===== src/rtl/fmc_pkg.sv =====
// Shared types and bus-level constants for the FMC master.
// The state enum is also the type of the debug state output.
package fmc_pkg;

   typedef enum logic [2:0] {
      ST_IDLE,
      ST_ADDR,
      ST_LAT,
      ST_DATA,
      ST_END
   } fmc_state_t;

   // Active-low strobes: level driven while the bus is released.
   localparam logic FMC_CTRL_IDLE = 1'b1;
   localparam logic FMC_CTRL_ACT  = 1'b0;

   // FMC_D_T polarity: 1 releases the pad, 0 drives FMC_D_O.
   localparam logic FMC_TRI_HIZ = 1'b1;
   localparam logic FMC_TRI_DRV = 1'b0;

endpackage


===== src/rtl/fmc_mst_clkgen.sv =====
// Free-running FMC_CLK divider.
// Ticks are high in the clk cycle whose closing edge moves FMC_CLK.
module fmc_mst_clkgen #(
   parameter int C_CLK_DIV = 1
) (
   input  logic clk,
   input  logic rst_n,
   output logic fmc_clk,
   output logic fall_tick,
   output logic rise_tick
);

   logic [3:0] div_cnt;
   logic       wrap;

   assign wrap      = (div_cnt == 4'(C_CLK_DIV - 1));
   assign rise_tick = wrap & ~fmc_clk;
   assign fall_tick = wrap & fmc_clk;

   always_ff @(posedge clk or negedge rst_n) begin
      if (!rst_n) begin
         div_cnt <= '0;
         fmc_clk <= 1'b0;
      end else if (wrap) begin
         div_cnt <= '0;
         fmc_clk <= ~fmc_clk;
      end else begin
         div_cnt <= div_cnt + 4'd1;
      end
   end

endmodule


===== src/rtl/fmc_mst_if.sv =====
// Synchronous PSRAM-mode FMC master: one single-beat access per request.
// Bus outputs move on fall_tick only; FMC_D_I and FMC_NWAIT are sampled on rise_tick.
module fmc_mst_if
   import fmc_pkg::*;
#(
   parameter int C_ADDR_WIDTH   = 12,
   parameter int C_DATA_WIDTH   = 16,
   parameter int C_CLK_DIV      = 1,
   parameter int C_DATLAT       = 2,
   parameter int C_WAIT_TIMEOUT = 64
) (
   input  logic                      clk,
   input  logic                      rst_n,
   // Request port: a request is taken on a clk edge where req_valid and req_ready are both 1.
   // Response port: rsp_valid is a one-clk pulse with no back-pressure.
   input  logic                      req_valid,
   output logic                      req_ready,
   input  logic                      req_write,
   input  logic [C_ADDR_WIDTH-1:0]   req_addr,
   input  logic [C_DATA_WIDTH-1:0]   req_wdata,
   input  logic [C_DATA_WIDTH/8-1:0] req_be,
   output logic                      rsp_valid,
   output logic [C_DATA_WIDTH-1:0]   rsp_rdata,
   output logic                      rsp_err,
   output logic                      FMC_CLK,
   output logic [C_ADDR_WIDTH-1:0]   FMC_A,
   input  logic [C_DATA_WIDTH-1:0]   FMC_D_I,
   output logic [C_DATA_WIDTH-1:0]   FMC_D_O,
   output logic [C_DATA_WIDTH-1:0]   FMC_D_T,
   output logic [C_DATA_WIDTH/8-1:0] FMC_NBL,
   output logic                      FMC_NE,
   output logic                      FMC_NL,
   output logic                      FMC_NOE,
   output logic                      FMC_NWE,
   input  logic                      FMC_NWAIT,
   output fmc_state_t                dbg_state
);

   localparam int BW  = C_DATA_WIDTH / 8;
   localparam int WCW = $clog2(C_WAIT_TIMEOUT + 1);

   logic                    fall_tick, rise_tick, accept;
   fmc_state_t              state_q, state_nxt;
   logic                    pend_q, write_q, done_q, tmo_q;
   logic [C_ADDR_WIDTH-1:0] addr_q;
   logic [C_DATA_WIDTH-1:0] wdata_q, rdata_q;
   logic [BW-1:0]           be_q;
   logic [3:0]              lat_cnt_q;
   logic [WCW-1:0]          wcnt_q;

   logic                    ne_d, nl_d, noe_d, nwe_d;
   logic [BW-1:0]           nbl_d;
   logic [C_DATA_WIDTH-1:0] dt_d, do_d;

   fmc_mst_clkgen #(.C_CLK_DIV(C_CLK_DIV)) u_clkgen (
      .clk       (clk),
      .rst_n     (rst_n),
      .fmc_clk   (FMC_CLK),
      .fall_tick (fall_tick),
      .rise_tick (rise_tick)
   );

   assign accept    = req_valid & req_ready;
   assign dbg_state = state_q;

   always_ff @(posedge clk or negedge rst_n) begin
      if (!rst_n) state_q <= ST_IDLE;
      else        state_q <= state_nxt;
   end

   always_comb begin
      state_nxt = state_q;
      if (fall_tick) begin
         case (state_q)
            ST_IDLE: if (pend_q) state_nxt = ST_ADDR;
            ST_ADDR: state_nxt = (C_DATLAT > 0) ? ST_LAT : ST_DATA;
            ST_LAT:  if (lat_cnt_q == 4'(C_DATLAT - 1)) state_nxt = ST_DATA;
            ST_DATA: if (done_q || tmo_q) state_nxt = ST_END;
            ST_END:  state_nxt = ST_IDLE;
            default: state_nxt = ST_IDLE;
         endcase
      end
   end

   // Bus levels for the FMC cycle being entered; registered on fall_tick.
   always_comb begin
      ne_d  = FMC_CTRL_IDLE;
      nl_d  = FMC_CTRL_IDLE;
      noe_d = FMC_CTRL_IDLE;
      nwe_d = FMC_CTRL_IDLE;
      nbl_d = '1;
      dt_d  = {C_DATA_WIDTH{FMC_TRI_HIZ}};
      do_d  = '0;
      case (state_nxt)
         ST_ADDR, ST_LAT, ST_DATA: begin
            ne_d  = FMC_CTRL_ACT;
            nwe_d = write_q ? FMC_CTRL_ACT : FMC_CTRL_IDLE;
            nbl_d = ~be_q;
            if (state_nxt == ST_ADDR) nl_d = FMC_CTRL_ACT;
            if (state_nxt == ST_DATA) begin
               if (write_q) begin
                  dt_d = {C_DATA_WIDTH{FMC_TRI_DRV}};
                  do_d = wdata_q;
               end else begin
                  noe_d = FMC_CTRL_ACT;
               end
            end
         end
         default: ;
      endcase
   end

   always_ff @(posedge clk or negedge rst_n) begin
      if (!rst_n) begin
         FMC_NE  <= FMC_CTRL_IDLE;
         FMC_NL  <= FMC_CTRL_IDLE;
         FMC_NOE <= FMC_CTRL_IDLE;
         FMC_NWE <= FMC_CTRL_IDLE;
         FMC_NBL <= '1;
         FMC_D_T <= {C_DATA_WIDTH{FMC_TRI_HIZ}};
         FMC_D_O <= '0;
         FMC_A   <= '0;
      end else if (fall_tick) begin
         FMC_NE  <= ne_d;
         FMC_NL  <= nl_d;
         FMC_NOE <= noe_d;
         FMC_NWE <= nwe_d;
         FMC_NBL <= nbl_d;
         FMC_D_T <= dt_d;
         FMC_D_O <= do_d;
         if (state_nxt == ST_ADDR) FMC_A <= addr_q;
      end
   end

   always_ff @(posedge clk or negedge rst_n) begin
      if (!rst_n) begin
         req_ready <= 1'b0;
         rsp_valid <= 1'b0;
         rsp_rdata <= '0;
         rsp_err   <= 1'b0;
         pend_q    <= 1'b0;
         write_q   <= 1'b0;
         addr_q    <= '0;
         wdata_q   <= '0;
         be_q      <= '0;
         lat_cnt_q <= '0;
         wcnt_q    <= '0;
         done_q    <= 1'b0;
         tmo_q     <= 1'b0;
         rdata_q   <= '0;
      end else begin
         // Ready trails the return to IDLE by one clk and drops on the accepting edge.
         req_ready <= (state_q == ST_IDLE) && !pend_q && !accept;
         rsp_valid <= 1'b0;

         if (accept) begin
            pend_q  <= 1'b1;
            write_q <= req_write;
            addr_q  <= req_addr;
            wdata_q <= req_wdata;
            be_q    <= req_be;
         end else if (fall_tick && state_q == ST_IDLE) begin
            pend_q <= 1'b0;
         end

         if (fall_tick) lat_cnt_q <= (state_q == ST_LAT) ? lat_cnt_q + 4'd1 : 4'd0;

         // NWAIT only matters in DATA; each low sample is one wait cycle.
         if (state_q != ST_DATA) begin
            done_q <= 1'b0;
            tmo_q  <= 1'b0;
            wcnt_q <= '0;
         end else if (rise_tick && !done_q && !tmo_q) begin
            if (FMC_NWAIT) begin
               done_q  <= 1'b1;
               rdata_q <= FMC_D_I;
            end else begin
               wcnt_q <= wcnt_q + 1'b1;
               if (wcnt_q == WCW'(C_WAIT_TIMEOUT - 1)) tmo_q <= 1'b1;
            end
         end

         if (fall_tick && state_q == ST_DATA && state_nxt == ST_END) begin
            rsp_valid <= 1'b1;
            rsp_err   <= tmo_q;
            rsp_rdata <= (write_q || tmo_q) ? '0 : rdata_q;
         end
      end
   end

endmodule


===== config.mk =====
export PLATFORM = sky130hd
export DESIGN_NAME = fmc_mst_if
export DESIGN_NICKNAME = d
export VERILOG_FILES = /design/src/rtl/fmc_pkg.sv /design/src/rtl/fmc_mst_clkgen.sv /design/src/rtl/fmc_mst_if.sv
export SDC_FILE = /design/constraint.sdc
export NUM_CORES = 1
export LEC_CHECK = 0
export CAP_MARGIN = 25
export CORE_ASPECT_RATIO = 0.7
export CORE_MARGIN = 3
export CORE_UTILIZATION = 49
export CTS_CLUSTER_DIAMETER = 40
export DETAILED_ROUTE_END_ITERATION = 12
export PLACE_DENSITY = 0.76
export SYNTH_ARGS = -nofsm -noshare
export SYNTH_HDL_FRONTEND = slang
export SYNTH_SLANG_ARGS = --single-unit

===== constraint.sdc =====
create_clock -name clk -period 2.1 [get_ports clk]
set_input_delay 0.42 -clock clk [delete_from_list [all_inputs] [get_ports clk]]
set_output_delay 0.42 -clock clk [all_outputs]
set_load 0.03 [all_outputs]

# Word-level counts from Yosys, hierarchy flattened
# Index checks and enable logic that the tools add are counted.
op_classes:
  addsub: 3
  eq_ne: 11
  muxes: 36
  bitwise_logic: 6
  reduce_logical: 25
op_table:
  columns: ["cell", "count"]
  rows:
  - ["2-to-1 mux 16 bit", 7]
  - ["2-to-1 mux 7 bit", 3]
  - ["2-to-1 mux 1 bit", 18]
  - ["equality test 3 x 2 -> 1 bit, second input constant", 4]
  - ["2-to-1 mux 3 bit", 4]
  - ["one-hot mux 3 bit (4 select lines)", 1]
  - ["adder 4 x 1 -> 4 bit, second input constant", 2]
  - ["2-to-1 mux 4 bit", 2]
  - ["nonzero test 2 bit", 4]
  - ["adder 7 x 1 -> 7 bit, second input constant", 1]
  - ["equality test 7 x 6 -> 1 bit, second input constant", 1]
  - ["logical AND 1 bit", 7]
  - ["equality test 3 x 1 -> 1 bit, second input constant", 2]
  - ["AND reduction 2 bit", 3]
  - ["AND reduction 3 bit", 2]
  - ["equality test 4 x 1 -> 1 bit, second input constant", 1]
  - ["logical NOT 1 bit", 4]
  - ["logical NOT 4 bit", 1]
  - ["AND 1 bit", 3]
  - ["equality test 3 bit, second input constant", 1]
  - ["logical NOT 3 bit", 1]
  - ["!= test 3 x 2 -> 1 bit, second input constant", 1]
  - ["OR reduction 3 bit", 1]
  - ["logical OR 1 bit", 2]
  - ["4 further kinds", 5]
word_totals:
  reg_bits: 138
  input_bits: 51
  word_cells: 106

# Depth between registers and ports, before layout
# Gate-level depths: netlist of run 1.
depth:
  ltp_word: 7
  depth_mapped: 8

# Modules after synthesis
# Synthesis of run 1 repeated with hierarchy kept, for this count alone.
hier_totals:
  cells_unflattened: 385
  area_unflattened_um2: 5057.4
by_module_without_submodules:
  columns: ["mod", "n_inst", "cells_per_inst", "area_each_um2", "seq_area_each_um2"]
  rows:
  - ["fmc_mst_if", 1, 365, 4823.4, 2961.6]
  - ["fmc_mst_clkgen", 1, 20, 234.0, 125.1]

# Worst setup path after synthesis of run 1
# OpenSTA, ideal clock, no wires.
synth_timing:
  path_type: "flip-flop to flip-flop"
  from: "reg u_clkgen.div_cnt[0]"
  to: "reg FMC_A[10]"
  arrival_ns: 1.739
  path_slack_ns: 0.234
  path_stages_with_launch: 9
  n_path_buf: 2
  cell_sequence: "dfrtp_1 > inv_1 > ha_1 > and4bb_1 > buf_4 > and3_1 > nand2_1 > buf_4 > mux2_1"
synth_between:
  elab_chain_len: 5
synth_rtl:
  columns: ["item", "line", "text"]
  rows:
  - ["start: declaration", "fmc_mst_clkgen.sv:13", "logic [3:0] div_cnt;"]
  - ["start signal: assignment", "fmc_mst_clkgen.sv:28", "div_cnt <= div_cnt + 4'd1;"]
  - ["logical NOT 4 bit (*)", "fmc_mst_clkgen.sv:16", "assign wrap = (div_cnt == 4'(C_CLK_DIV - 1));"]
  - ["AND 1 bit (*)", "fmc_mst_clkgen.sv:18", "assign fall_tick = wrap & fmc_clk;"]
  - ["2-to-1 mux 3 bit", "fmc_mst_if.sv:73", "if (fall_tick) begin"]
  - ["equality test 3 x 1 -> 1 bit", "fmc_mst_if.sv:131", "if (state_nxt == ST_ADDR) FMC_A <= addr_q;"]
  - ["AND reduction 2 bit (no line) (*)", null, null]
  - ["end signal: assignment", "fmc_mst_if.sv:131", null]
  - ["end: declaration", "fmc_mst_if.sv:26", "output logic [C_ADDR_WIDTH-1:0] FMC_A,"]
# Mark *: on every way between the ends. The rest lies on a longest branch, timed or not.
# A chain may end at the register's enable or synchronous reset.

# Worst setup path after layout of run 1
layout_timing:
  from: "reg FMC_NBL[1]"
  to: "out FMC_NBL[1]"
layout_rtl:
  columns: ["item", "line", "text"]
  rows:
  - ["start: declaration", "fmc_mst_if.sv:30", "output logic [C_DATA_WIDTH/8-1:0] FMC_NBL,"]
  - ["start signal: assignment", "fmc_mst_if.sv:128", "FMC_NBL <= nbl_d;"]
# No word-level cell between the ends.

==> results of run 1 <==
-- stage by stage --
step           instances  total power [mW]  hold WS, ns  worst slack [ns]  utilization
6_report             649              10.9        0.415            0.0441        0.715
5_1_grt              649              11.4        0.453           0.00681        0.715
4_1_cts              649              10.9        0.416            0.0287        0.714
3_5_place_dp         617              7.84        0.402             0.170        0.649
3_3_place_gp         617              7.69        0.396             0.264        0.649
2_1_floorplan        381              6.32        0.124             0.234            -
-- sequential cells by signal, summed over array words and instances (netlist names), 2 cells and up --
| register | flops |
|---|---|
| addr_q | 12 |
| wdata_q | 16 |
| FMC_NBL | 2 |
| dbg_state | 3 |
| FMC_A | 12 |
| rsp_rdata | 16 |
| be_q | 2 |
| lat_cnt_q | 4 |
| FMC_D_O | 16 |
| u_clkgen.div_cnt | 4 |
| rdata_q | 16 |
| wcnt_q | 7 |
-- cells by family after synthesis --
| kind of cell | after synthesis | share of synthesized area |
|---|---|---|
| adders and majority gates | 5 | 0.0125 |
| and+or+nand+nor | 74 | 0.0820 |
| buffers and inverters | 53 | 0.0553 |
| muxes | 61 | 0.137 |
| DFF | 123 | 0.617 |
| xor gates and xnor gates | 9 | 0.0158 |
| AOI/OAI and AO/OA | 56 | 0.0805 |
-- worst max-delay path by stage --
stage	startpoint	slack [ns]	endpoint
CTS	dbg_state[2]$_DFF_PN0_	0.03	dbg_state[2]
global placement	u_clkgen.div_cnt[0]$_DFF_PN0_	0.26	FMC_A[6]$_DFFE_PN0P_
detailed placement	u_clkgen.div_cnt[0]$_DFF_PN0_	0.17	FMC_A[4]$_DFFE_PN0P_
global route	FMC_NBL[0]$_DFFE_PN1N_	0.007	FMC_NBL[0]
finish	FMC_NBL[1]$_DFFE_PN1N_	0.04	FMC_NBL[1]
floorplan	u_clkgen.div_cnt[0]$_DFF_PN0_	0.23	FMC_A[10]$_DFFE_PN0P_
-- metal layers --
metal,up-vias,global-route usage
li1,1566,-
met1,1711,0.265
met2,111,0.298
met3,7,0.0739
met4,0,0.0643
met5,-,0
-- power groups by stage --
stage / Combinational [mW] / Sequential (mW) / Clock [mW]
6_report: 3.80 / 3.89 / 3.17
5_1_grt: 4.07 / 3.99 / 3.33
4_1_cts: 3.84 / 3.89 / 3.21
3_5_place_dp: 3.93 / 3.91 / 0
3_3_place_gp: 3.83 / 3.86 / 0
2_1_floorplan: 1.76 / 4.55 / 0
-- placed cells by master (no fill, tap or decap), types with 2 or more instances in the layout --
master / synthesis / layout
a21oi_1: 8 / 8
a22o_1: 16 / 16
and2_1: 2 / 2
and3_1: 4 / 4
and4_1: 2 / 2
buf_12: 0 / 5
buf_4: 17 / 12
bufinv_16: 0 / 5
clkbuf_16: 0 / 17
clkdlybuf4s50_1: 0 / 102
clkinv_2: 0 / 2
clkinv_4: 0 / 5
dfrtp_1: 116 / 116
dfstp_2: 7 / 7
dlygate4sd2_1: 0 / 17
dlymetal6s2s_1: 0 / 3
ha_1: 5 / 5
inv_1: 22 / 22
mux2_1: 21 / 21
mux2_2: 39 / 39
nand2_1: 9 / 9
nand3_1: 23 / 23
nand4_1: 2 / 2
nor2_1: 21 / 21
o21a_1: 3 / 3
o21ai_0: 7 / 7
o21ai_1: 13 / 13
xnor2_1: 2 / 2
xor2_1: 7 / 7
-- what timing repair did --
item | CTS | global route
gates resized for setup | 17 | 3
endpoints found under the setup margin | 17 | 3
endpoints found under the hold margin | 34 | 0
hold buffers | 1 | 0
-- area by class of cell --
| class | count | area (um2) | share of cell area |
|---|---|---|---|
| clock buffer | 17 | 425 | 0.0605 |
| clock inverter | 14 | 220 | 0.0313 |
| inverter | 22 | 82.6 | 0.0117 |
| multi-input combinational | 205 | 1650 | 0.234 |
| sequential | 123 | 3090 | 0.439 |
| tap | 128 | 160 | 0.0228 |
| timing repair buffer | 140 | 1410 | 0.200 |
==> key figures, run 1 <==
Worst setup path
  – Reg2Reg Setup Slack: 0.16 ns
  – Worst R2R End: FMC_A[10]$_DFFE_PN0P_
  – Endpoint class of the critical path: output pin
  – Worst-path maximum fanout: 2
  – Critical path buffer and inverter count: 1
  – Family with the most delay on the worst path: buffers and inverters
  – Startpoint types: register
  – WP data arrival: 1.64 ns
  – Kind of critical path: register to output pin
  – Levels on crit path: 1
  – WP data required: 1.68 ns
  – Critical-path cell with the highest stage delay: clkdlybuf4s50_1
  – R2R Path Start: u_clkgen.div_cnt[0]$_DFF_PN0_
  – Slowest Stage Delay on Critical Path: 0.70 ns
  – Critical Path, Cell by Cell: clkdlybuf4s50_1
  – Worst R2R Path Depth: 7

Finish
  – Area Overhead vs Synth: 40.5%
  – Ant diodes: 0
  – Layout Nets: 565
  – Filler cell count: 685
  – Finished Cell Area: 0.00703 mm2
  – Layout cells sized above 1: 0.196

Route
  – Drt drc: 0
  – Routed WL per cell: 16.4 um
  – Iter 0 DRT Violations: 195
  – Vias/cell: 5.23
  – DR WL met2: 5080 um
  – Final WL: 10600 um
  – Antenna viol nets, final: 0
  – Vias: 3395
  – Met3 wire length: 799 um
  – DRT Pass-1 Iters: 4
  – Routed length on met1: 4680 um
  – Highest metal layer with signal wires: met4

Yosys
  – Synthesized cell area: 0.00500 mm2
  – Synth area leader: dfrtp_1
  – Predominant post-synthesis flop cell: dfrtp_1
  – Top post-synthesis cells by area: dfrtp_1 (58%), mux2_2 (8.8%), mux2_1 (4.7%), dfstp_2 (3.7%), a22o_1 (2.8%)
  – Synth Warn #: 0
  – Most common library cells after synthesis: dfrtp_1 (116), mux2_2 (39), nand3_1 (23)
  – Post-synth top area share: 0.580
  – Count leader, synth: dfrtp_1
  – Synth cell types: 46
  – Syn Nets: 437
  – Synth async-reset ratio: 1.00
  – Seq/Total Area, Yosys: 0.617
  – Mean Syn Cell Area: 13.1 um2
  – Register bit total from synthesis: 123
  – Number of synthesized flops with an enable pin: 0
  – Cells after Synth: 381

Job
  – Max-capacitance violation count: 0

Worst hold path
  – Hold WC Path Type: register to register
  – Hold path startpoint: be_q[0]$_DFFE_PN0P_
  – Hold depth: 1
  – Worst Hold End: FMC_NBL[0]$_DFFE_PN1N_

Global routing
  – Largest net degree at the start of global routing: 49
  – Vias in the first global route: 3497
  – Initial antenna violation count: 0
  – Gr ovfl total: 0
  – First-pass GRT wire length: 17900 um
  – Overall global routing resource usage: 0.197

Pwr
  – Power per cell area: 1540 mW/mm2
  – Clock share of power: 0.292
  – Switching share of power: 0.346
  – Comb power frac: 0.350
  – Psw: 3.75 mW
  – Leak: 3.13 nW
  – Maximum VDD drop: 899 uV
  – Seq pwr share: 0.358
  – Internal: 7.10 mW

Clock network
  – Clk buf depth: 2
  – Reg clk slew, reported paths: 0.06 ns
  – Root Buffer: clkbuf_16
  – Clk_lat worst skew: 0.41 ns
  – H-tree Lvls: 4
  – Clock sink count: 123
  – Postcts setup bufs: 0
  – TritonCTS Buffers: 17
  – CTS tree: done

STA
  – Final setup vio count: 0
  – Final hold violation count: 0
  – Fin crit period: 2.06 ns
  – Worst slew margin: 0.674
  – Least-Margin Pin Slew: 0.489 ns
  – Fmax: 486 MHz
  – TNS Setup: 0 ns
  – RSZ-0062 raised after global routing: false
  – Post-Route Skew: 0.0126 ns
  – Final Cycle Share: 0.979
  – Max Slew Vio Count: 0

Placed design
  – I/O Buffers: 123
  – Dpl hpwl: 7270 um
  – Gpl congestion: 0.807
  – Dpl cell area: 0.00639 mm2

Die
  – Die Span X: 127 um
  – # rows: 30
  – DIE HEIGHT: 90.5 um
  – Core area: 0.00983 mm2
  – Die ar.: 0.0115 mm2
  – # IOs: 124
  – Initial Utilization: 0.509

Status
  – Status: finished, final reports clean
Power figures use the tool's default switching activity.
==> run 2, diff against run 1 <==
SLEW_MARGIN = 20   (was default)
==> results of run 2 <==
No change in the layout: final DEF, timing and power equal those of run 1.
==> run 3, diff against run 2 <==
CORE_UTILIZATION = 53   (was 49)
PLACE_DENSITY = 0.81   (was 0.76)
clock period = 2.43 ns   (was 2.1 ns; I/O delays follow)
==> run 3 against run 2 <==
Highest routed layer unchanged. Clock skew shrank 0.0055 ns. Via count barely moved. Combinational power down 12%.
==> key figures, run 3 (synthesis results as in run 1) <==
STA
  – Final setup vio count: 0 (unchanged)
  – Final Cycle Share: 0.939
  – Fmax: 438 MHz
  – RSZ-0062 raised after global routing: false
  – Post-Route Skew: 0.00703 ns (-0.00554 ns)
  – Least-Margin Pin Slew: 0.636 ns (+0.147 ns)
  – Fin crit period: 2.28 ns
  – TNS Setup: 0 ns (unchanged)
  – Final Worst Setup Slack: 0.147 ns (+0.103 ns)
  – Worst slew margin: 0.576 (-0.0978)
  – Max Slew Vio Count: 0 (unchanged)
  – Final hold violation count: 0 (unchanged)

Clock network
  – Root Buffer: clkbuf_16
  – H-tree Lvls: 4 (unchanged)
  – TritonCTS Buffers: 17 (unchanged)
  – Reg clk slew, reported paths: 0.05 ns (about the same)
  – Post-CTS Resized: 0 (-17)
  – CTS Hold Buffers Added: 0 (-1)
  – Clock sink count: 123 (unchanged)
  – Clk buf depth: 2 (unchanged)
  – CTS tree: done
  – Postcts setup bufs: 0 (unchanged)
  – Clk_lat worst skew: 0.40 ns (about the same)

Route
  – Drt drc: 0 (unchanged)
  – Antenna viol nets, final: 0 (unchanged)
  – Routed WL per cell: 17.5 um (+6.9%)
  – Final WL: 11200 um (+5.3%)
  – DRT Pass-1 Iters: 4 (unchanged)
  – Vias: 3394 (-0.029%)
  – Iter 0 DRT Violations: 192 (-1.5%)
  – Vias/cell: 5.31 (+1.5%)

Finish
  – Layout Nets: 562 (-0.53%)
  – Area Overhead vs Synth: 37.5%
  – Most frequent cells in the layout: clkdlybuf4s50_1 (122), dfrtp_1 (116), mux2_2 (39)
  – Layout cells sized above 1: 0.191 (-0.00503)
  – Ant diodes: 0 (unchanged)
  – Layout Cells excl Fill: 639 (-1.5%)
  – Commonest non-fill, non-tap cell in the layout: clkdlybuf4s50_1

Pwr
  – Pwr Total: 9.10 mW (-16%)
  – Leak: 3.07 nW (-1.9%)
  – Power per cell area: 1320 mW/mm2 (-14%)
  – Maximum VDD drop: 822 uV (-8.6%)

Worst hold path
  – Hold WC Path Type: input pin to async pin

Die
  – Die Span X: 122 um (-3.7%)
  – # rows: 28 (-6.7%)
  – # IOs: 124 (unchanged)
  – DIE HEIGHT: 87.3 um (-3.6%)
  – Initial Utilization: 0.569 (+0.0602)
  – Die ar.: 0.0107 mm2 (-7.1%)
  – Core area: 0.00879 mm2 (-11%)

Placed design
  – Gpl congestion: 0.811 (+0.50%)
  – Dpl hpwl: 7660 um (+5.4%)
  – Placed cell count: 607 (-1.6%)
  – I/O Buffers: 123 (unchanged)
  – Worst slack, placed: 0.286 ns (+0.116 ns)

Status
  – Status: finished, final reports clean

Worst setup path
  – Critical-path cell with the highest stage delay: clkdlybuf4s50_1
  – Startpoint types: register
  – Levels on crit path: 1 (unchanged)
  – Kind of critical path: register to output pin
  – Critical path buffer and inverter count: 1 (unchanged)
  – Family with the most delay on the worst path: buffers and inverters
  – Endpoint class of the critical path: output pin
  – WP data arrival: 1.80 ns (+0.16 ns)
  – Slowest Stage Delay on Critical Path: 0.73 ns (+0.03 ns)
  – Critical Path, Cell by Cell: clkdlybuf4s50_1
  – Worst R2R Path Depth: 6 (-1)
  – Worst-path maximum fanout: 17 (+15)
  – WP data required: 1.94 ns (+0.26 ns)

Global routing
  – First-pass GRT wire length: 18400 um (+2.8%)
  – Gr ovfl total: 0 (unchanged)
  – Largest net degree at the start of global routing: 51 (+4.1%)
  – Vias in the first global route: 3609 (+3.2%)
  – Initial antenna violation count: 0 (unchanged)
  – Overall global routing resource usage: 0.227 (+0.0301)

Job
  – Max-capacitance violation count: 0 (unchanged)
run 3: metrics by stage:
stage / hold WS, ns / utilization / instance area, um2
detailed placement: 0.413 / 0.716 / 6300
finish: 0.113 / 0.782 / 6880
global route: 0.146 / 0.782 / 6880
global placement: 0.388 / 0.716 / 6300
CTS: 0.125 / 0.782 / 6880
floorplan: 0.190 / - / 5000
run 3: final cells by class:
cell class,count,area [um2]
inverter,22,82.6
tap,120,150
fill,516,1920
multi-input combinational,205,1650
timing repair buffer,137,1330
sequential,123,3090
clock buffer,25,515
clock inverter,7,62.6
run 3: path summary, 6_finish.rpt:
check	startpoint	to	slack, ns
worst max-delay path	FMC_D_T[14]$_DFFE_PN1N_	FMC_D_T[11]	0.15
worst min-delay path	rst_n	rdata_q[5]$_DFFE_PN0P_	0.11
worst max register to register	u_clkgen.div_cnt[0]$_DFF_PN0_	FMC_A[4]$_DFFE_PN0P_	0.29
worst min register to register	be_q[0]$_DFFE_PN0P_	FMC_NBL[0]$_DFFE_PN1N_	0.41
max in group asynchronous	rst_n	wdata_q[15]$_DFFE_PN0P_	1.65
min in group clk	be_q[0]$_DFFE_PN0P_	FMC_NBL[0]$_DFFE_PN1N_	0.41
run 3: routing by layer:
layer / share of wire / wire [um] / up-vias / track usage
met5: 0 / 0 / - / 0
met4: 0.011 / 121 / 0 / 0.0691
met3: 0.085 / 947 / 14 / 0.0981
met2: 0.45 / 5090 / 100 / 0.348
met1: 0.45 / 5050 / 1713 / 0.297
li1: - / - / 1567 / -
run 3: power breakdown:
part           internal, mW  switching (mW)  leakage, nW
logic                  1.50            1.83         1.22
clock network          1.56           0.832        0.289
registers              2.86           0.522         1.56
total                  5.92            3.18         3.07
